--- src/rtl/memory_stage.sv ---
// rtl/memory_stage.sv - load/store pipeline stage with aligned data-memory bus access
module memory_stage #(
    parameter int TIMEOUT_CYCLES = 255
) (
    input  logic        clk,
    input  logic        rstn_i,
    input  logic        valid_i,
    output logic        ready_o,
    input  logic [31:0] instr_i,
    input  logic [31:0] result_i,
    input  logic [31:0] rs2_i,
    output logic        valid_o,
    input  logic        ready_i,
    output logic [31:0] instr_o,
    output logic [31:0] data_o,
    output logic        misaligned_o,
    output logic        bus_err_o,
    output logic        mem_req_o,
    output logic        mem_we_o,
    output logic [31:0] mem_addr_o,
    output logic [3:0]  mem_be_o,
    output logic [31:0] mem_wdata_o,
    input  logic        mem_gnt_i,
    input  logic        mem_rvalid_i,
    input  logic [31:0] mem_rdata_i
);
    localparam logic [6:0]  OP_LOAD   = 7'b0000011;
    localparam logic [6:0]  OP_STORE  = 7'b0100011;
    localparam logic [15:0] CNT_LIMIT = 16'(TIMEOUT_CYCLES - 1);

    typedef enum logic [1:0] {IDLE, REQ, WAIT, DONE} state_t;
    state_t state, state_next;

    logic [31:0] instr_q, addr_q, rs2_q, data_q;
    logic        mis_q, err_q;
    logic [15:0] cnt;

    // decode of the incoming instruction; only meaningful on the accept edge
    logic [2:0] f3_in;
    logic       is_load_in, is_store_in, legal_in, aligned_in, pass_in, fault_in;

    always_comb begin
        f3_in       = instr_i[14:12];
        is_load_in  = (instr_i[6:0] == OP_LOAD);
        is_store_in = (instr_i[6:0] == OP_STORE);
        legal_in    = 1'b0;
        if (is_load_in)
            legal_in = f3_in inside {3'b000, 3'b001, 3'b010, 3'b100, 3'b101};
        else if (is_store_in)
            legal_in = f3_in inside {3'b000, 3'b001, 3'b010};
        case (f3_in[1:0])
            2'b01:   aligned_in = !result_i[0];
            2'b10:   aligned_in = (result_i[1:0] == 2'b00);
            default: aligned_in = 1'b1;
        endcase
        pass_in  = !is_load_in && !is_store_in;
        fault_in = !pass_in && !(legal_in && aligned_in);
    end

    logic        is_store_q, cnt_hit;
    logic [2:0]  f3_q;
    logic [1:0]  lane;
    logic [3:0]  be;
    logic [31:0] wdata, lane_data, load_val;

    assign is_store_q = (instr_q[6:0] == OP_STORE);
    assign f3_q       = instr_q[14:12];
    assign lane       = addr_q[1:0];
    assign cnt_hit    = (cnt == CNT_LIMIT);

    always_comb begin
        case (f3_q[1:0])
            2'b00: begin
                be    = 4'b0001 << lane;
                wdata = {4{rs2_q[7:0]}};
            end
            2'b01: begin
                be    = 4'b0011 << lane;
                wdata = {2{rs2_q[15:0]}};
            end
            default: begin
                be    = 4'b1111;
                wdata = rs2_q;
            end
        endcase
        lane_data = mem_rdata_i >> {lane, 3'b000};
        case (f3_q)
            3'b000:  load_val = {{24{lane_data[7]}}, lane_data[7:0]};
            3'b001:  load_val = {{16{lane_data[15]}}, lane_data[15:0]};
            3'b100:  load_val = {24'h0, lane_data[7:0]};
            3'b101:  load_val = {16'h0, lane_data[15:0]};
            default: load_val = mem_rdata_i;
        endcase
    end

    always_ff @(posedge clk or negedge rstn_i) begin
        if (!rstn_i) state <= IDLE;
        else         state <= state_next;
    end

    // a response in the timeout cycle is checked first, so it wins over the error
    always_comb begin
        state_next = state;
        case (state)
            IDLE: if (valid_i) state_next = (pass_in || fault_in) ? DONE : REQ;
            REQ: begin
                if (mem_gnt_i)    state_next = is_store_q ? DONE : WAIT;
                else if (cnt_hit) state_next = DONE;
            end
            WAIT: if (mem_rvalid_i || cnt_hit) state_next = DONE;
            DONE: if (ready_i) state_next = IDLE;
            default: state_next = IDLE;
        endcase
    end

    always_comb begin
        ready_o      = (state == IDLE);
        valid_o      = (state == DONE);
        mem_req_o    = (state == REQ);
        misaligned_o = (state == DONE) && mis_q;
        bus_err_o    = (state == DONE) && err_q;
        mem_we_o     = 1'b0;
        mem_addr_o   = 32'h0;
        mem_be_o     = 4'h0;
        mem_wdata_o  = 32'h0;
        if (state == REQ) begin
            mem_we_o    = is_store_q;
            mem_addr_o  = {addr_q[31:2], 2'b00};
            mem_be_o    = be;
            mem_wdata_o = is_store_q ? wdata : 32'h0;
        end
    end

    assign instr_o = instr_q;
    assign data_o  = data_q;

    always_ff @(posedge clk or negedge rstn_i) begin
        if (!rstn_i) begin
            instr_q <= 32'h0;
            addr_q  <= 32'h0;
            rs2_q   <= 32'h0;
            data_q  <= 32'h0;
            mis_q   <= 1'b0;
            err_q   <= 1'b0;
            cnt     <= 16'h0;
        end else begin
            case (state)
                IDLE: if (valid_i) begin
                    instr_q <= instr_i;
                    addr_q  <= result_i;
                    rs2_q   <= rs2_i;
                    data_q  <= pass_in ? result_i : 32'h0;
                    mis_q   <= fault_in;
                    err_q   <= 1'b0;
                end
                REQ: if (!mem_gnt_i && cnt_hit) err_q <= 1'b1;
                WAIT: begin
                    if (mem_rvalid_i) data_q <= load_val;
                    else if (cnt_hit) err_q <= 1'b1;
                end
                default: ;
            endcase
            if (state_next != state && (state_next == REQ || state_next == WAIT))
                cnt <= 16'h0;
            else if (state == REQ || state == WAIT)
                cnt <= cnt + 16'd1;
        end
    end
endmodule

--- config.mk ---
export PLATFORM = sky130hd
export DESIGN_NAME = memory_stage
export DESIGN_NICKNAME = d
export VERILOG_FILES = /design/src/rtl/memory_stage.sv
export SDC_FILE = /design/constraint.sdc
export NUM_CORES = 1
export LEC_CHECK = 0
export ABC_AREA = 0
export CAP_MARGIN = 20
export CORE_UTILIZATION = 46
export DETAILED_ROUTE_END_ITERATION = 8
export PLACE_DENSITY = 0.82
export SLEW_MARGIN = 10
export SYNTH_ARGS = -nofsm -noshare
export SYNTH_HDL_FRONTEND = slang
export SYNTH_SLANG_ARGS = --single-unit
--- constraint.sdc ---
create_clock -name clk -period 2.6 [get_ports clk]
set_input_delay 0.65 -clock clk [delete_from_list [all_inputs] [get_ports clk]]
set_output_delay 0.65 -clock clk [all_outputs]
set_load 0.005 [all_outputs]
# Word level (Yosys, flattened, before mapping)
# Cells that the tools add are included.
[op_classes]
n_eq_ne = 25
multipliers = 0
n_reduce_logical = 30
div = 0
add_sub_neg = 1
magnitude_cmp = 0
n_shift = 3
bitwise = 0
muxes = 30
[ops]
columns = ["op", "n"]
rows = [
  ["2-to-1 mux 32 bit", 6],
  ["case mux 32 bit (2 select lines)", 2],
  ["case mux 32 bit (4 select lines)", 1],
  ["2-to-1 mux 16 bit", 2],
  [">> shifter 32 x 5 -> 16 bit", 1],
  ["adder 16 x 1 -> 16 bit (second input constant)", 1],
  ["equality test 16 x 8 -> 1 bit (second input constant)", 1],
  ["equality test 7 x 6 -> 1 bit (second input constant)", 2],
  ["equality test 3 bit (second input constant)", 4],
  ["2-to-1 mux 2 bit", 6],
  ["equality test 2 x 1 -> 1 bit (second input constant)", 4],
  ["equality test 2 bit (second input constant)", 4],
  ["2-to-1 mux 1 bit", 8],
  ["!= test 2 bit (second input constant)", 4],
  ["case mux 2 bit (4 select lines)", 1],
  ["case mux 4 bit (2 select lines)", 1],
  ["equality test 7 x 2 -> 1 bit (second input constant)", 1],
  ["logical AND 1 bit", 7],
  ["equality test 3 x 1 -> 1 bit (second input constant)", 2],
  ["logical NOT 1 bit", 6],
  ["logical NOT 2 bit", 3],
  ["logical NOT 3 bit", 2],
  ["nonzero test 3 bit", 2],
  ["AND reduction 5 bit", 1],
  ["other kinds (13)", 17],
]
[totals]
wordCells = 97
mem_bits_ro = 0
n_memories = 0
input_bits = 134
regBits = 148
mem_bits_rw = 0
latch_bits = 0
out_inout_bits = 138

# Logic depth before layout (Yosys ltp)
[depth]
depth_word = 15
ltp_mapped = 12
ltp_nobuf = 9

# Least setup slack after synthesis
# No wires, ideal clock.
[synth_timing]
path_type = "register to output"
from = "reg state[1]"
to = "out mem_wdata_o[12]"
path_slack_ns = 0.207
path_stages_with_launch = 8
t_required_ns = 1.950
arrival_time_ns = 1.743
n_path_buf = 2
path_cell_list = "dfrtp_1 > inv_1 > ha_1 > nand4bb_1 > or4_1 > buf_2 > clkbuf_1 > a21oi_1"
[synth_between]
elab_chain_cells = 2
[synth_lines]
columns = ["element", "line_no", "text"]
rows = [
  ["start, declared", "32", "state_t state, state_next;"],
  ["start signal, assigned", "98", "else state <= state_next;"],
  ["equality test 2 x 1 -> 1 bit", "--", ""],
  ["named net mem_req_o", "18", "output logic mem_req_o,"],
  ["2-to-1 mux 32 bit", "126", "if (state == REQ) begin"],
  ["end, declared", "22", "output logic [31:0] mem_wdata_o,"],
]
# The timed path passes the listed nets, and every way through them passes these cells.

# Worst setup path after layout
[layout_timing]
from = "reg state[1]"
to = "out mem_wdata_o[19]"
[layout_between]
elab_chain_cells = 2
[layout_lines]
columns = ["element", "line_no"]
rows = [
  ["equality test 2 x 1 -> 1 bit", "126"],
  ["2-to-1 mux 32 bit", "126"],
]
# Every way passes these cells.

==> results.toml <==
[pwr]
sw_frac_of_total_pct = 35.6
switchingPower_mw = 5.01
p_leak_nw = 5.00
peakVddDrop_uv = 553
p_clk_share_pct = 20.2
p_int_mw = 9.08
total_power_mw = 14.1
power.density_nw_per_um2 = 1200
p_comb_share_pct = 50.5
p_seq_share_pct = 29.2

[clock_tree]
clk_path_buf_depth = 2
root_buffer = "clkbuf_16"
cts_hold_buf = 0
clkTransAtPathRegs_ns = 0.06
h-tree-depth = 4
cts_tree = "built"
cts_buffers = 17
clk_latency_ns = 0.42
clkSinkCount = 148

[global_route]
grt_remaining_overflow = 0
antenna_found_initial = 0
grt_pass1_vias = 7168
grt_usage_pct = 29.0
grt_first_pass_wirelength_um = 38800
grt_max_degree = 101

[synth]
netlist_area_um2 = 7670
postSynthCellCount = 736
ys.flop_type = "dfrtp_1"
async_flop_share_pct = 100
ys_ff_latch = 148
avgSynthCellArea_um2 = 10.4
yosysWarnings = 0
synth.distinct_cells = 53
yosysSeqAreaShare_pct = 48.3
synth-edff-count = 0

[timing]
hold_viol_final = 0
fin_crit_ns = 2.80
slew_violations = 0
setup_violations = 68
rsz0062_at_grt = "true"
slew_headroom_pct = 60.1
fin_crit_sh_pct = 108
fin_ws_ns = -0.203
finClkSkew_ns = 0.0102
max_freq_ghz = 0.357
tightest_slew_ns = 0.598

[critical_path]
setup.worst_path.end_class = "output pin"
timing.rr.end = "cnt[15]"
critPathLaunch = "state[1]"
path_depth = 7
worstPathRequired_ns = 1.95
path_delay_family = "simple AND/OR/NAND/NOR gates"
cp_slowest_cell = "or4_4"
critPathMaxFanout = 12
r2r_cells = 10
critPathArrivalTime_ns = 2.15
crit_type = "flop to output pin"
critPathCapture = "mem_wdata_o[19]"
r2r_setup_slack_ns = 0.03
startpoint_type = "flop"
max_stage_delay_ns = 0.52
rr_startpoint = "state[0]"
crit_path_cell_trace = "inv_2 > ha_4 > nand4bb_1 > or4_4 > buf_12 > nor2_2 > clkdlybuf4s15_2"
cp_num_buf_inv = 3

[drt]
ant_nets = 0
drc = 0
wl_per_cell_um = 19.6
wl_um = 24500
drt_iter0_drc = 506
vias = 6893
vias_per_cell = 5.51
firstDrtPassIters = 5

[job]
drv_cap = 0

[floorplanning]
pin_count = 272
core_area_um2 = 16100
rows = 46
design.die.area_um2 = 17200
die_y_um = 131
die_x_um = 131
initial_utilization_pct = 47.8

[finish]
layout_common_cells = "clkdlybuf4s50_1, dfrtp_1, mux2_2, nand2_1, a21oi_1"
post-route-util_pct = 73.0
n_antenna_cell = 0
area_growth_syn_to_layout_pct = 52.6
mostFrequentLayoutCell = "clkdlybuf4s50_1"
layout-drive-gt1-share_pct = 26.5
layout.nets = 1166

[place]
io_buffers = 269
place_ws_ns = -0.245
dp_hpwl_um = 16800
place_congestion = 0.866

[status]
outcome = "finished, violations left"
violations = "setup timing"

[worst_hold_path]
hold_class = "input port to async pin"
[flip-flops by register name (all words and copies together), names as in the netlist]
register	count
addr_q	32
cnt	16
data_o	32
err_q	1
instr_o	32
mis_q	1
rs2_q	32
state	2
[what timing repair did]
item	in CTS	in global routing
hold endpoints to repair	0	0
gates resized for setup	161	33
buffers inserted	6	4
setup endpoints to repair	70	87
cloned	2	1
pin swaps	2	4
[worst min path at each step]
| stage | from | end | slack (ns) |
|---|---|---|---|
| 2_1_floorplan | rstn_i | addr_q[0] | 0.35 |
| 4_1_cts | rstn_i | data_o[16] | 0.11 |
| 5_1_grt | rstn_i | data_o[16] | 0.12 |
| 6_report | rstn_i | data_o[16] | 0.11 |
| 3_3_place_gp | data_o[24] | data_o[24] | 0.46 |
| 3_5_place_dp | data_o[28] | data_o[28] | 0.47 |
[final cells by class]
| class | count | area, um^2 |
|---|---|---|
| Clock buffer | 19 | 453 |
| Clock inverter | 12 | 225 |
| Fill cell | 1125 | 4340 |
| Inverter | 8 | 46.3 |
| Multi-Input combinational cell | 528 | 3890 |
| Sequential cell | 148 | 3700 |
| Tap cell | 216 | 270 |
| Timing Repair Buffer | 319 | 3100 |
| Timing Repair inverter | 1 | 16.3 |
[synthesized netlist by cell type (7+ instances only)]
library cell	number	area share, %
dfrtp_1	148	48
mux2_2	96	14
nor2_1	74	3.6
a21oi_1	67	4.4
nand2_1	62	3.0
and2_1	41	3.3
clkbuf_1	39	1.9
mux2i_1	31	4.0
o21ai_0	27	1.8
o31ai_1	17	1.7
nand2b_1	11	0.90
ha_1	9	1.5
xor2_1	9	1.0
nand3_1	8	0.52
a221oi_1	7	0.80
inv_1	7	0.34
nor2b_1	7	0.57
o221a_2	7	1.0
[per-stage QoR]
stage                     TNS [ns]  cell area [um^2]  std cells  hold slack (ns)
after detailed placement     -9.71             10800       1210            0.466
after global routing        -15.10             11700       1251            0.125
after CTS                    -8.82             11600       1248            0.115
final                        -8.00             11700       1251            0.109
after floorplan                  0              7680        737            0.354
after global placement       -6.81             10800       1210            0.459
[power groups by stage]
stage          clock (mW)  sequential (mW)  combinational, mW
6_report             2.85             4.12               7.12
5_1_grt              2.98             4.27               7.69
4_1_cts              2.87             4.11               6.84
3_5_place_dp            0             4.13               6.63
3_3_place_gp            0             4.06               6.50
2_1_floorplan           0             3.96               3.74
[logic make-up (layout without fill, tap and decap cells)]
family	Yosys count	after routing	share of synthesized area (%)
and+or+nand+nor	226	226	14.1
DFF	148	148	48.3
AOI/OAI and AO/OA	147	147	12.4
muxes	129	129	18.7
buffers and inverters	61	359	3.39
xor gates and xnor gates	15	15	1.71
adders and majority gates	9	9	1.47
other	1	2	0.0489
[layer usage]
layer	routed length, um	vias up	track usage (%)
met1	10100	3342	35.9
met3	1440	66	5.67
met2	12000	315	48.5
li1	-	3170	-
met4	972	0	14.0
met5	0	-	0
Note: power is estimated with default switching activity, not from simulation.
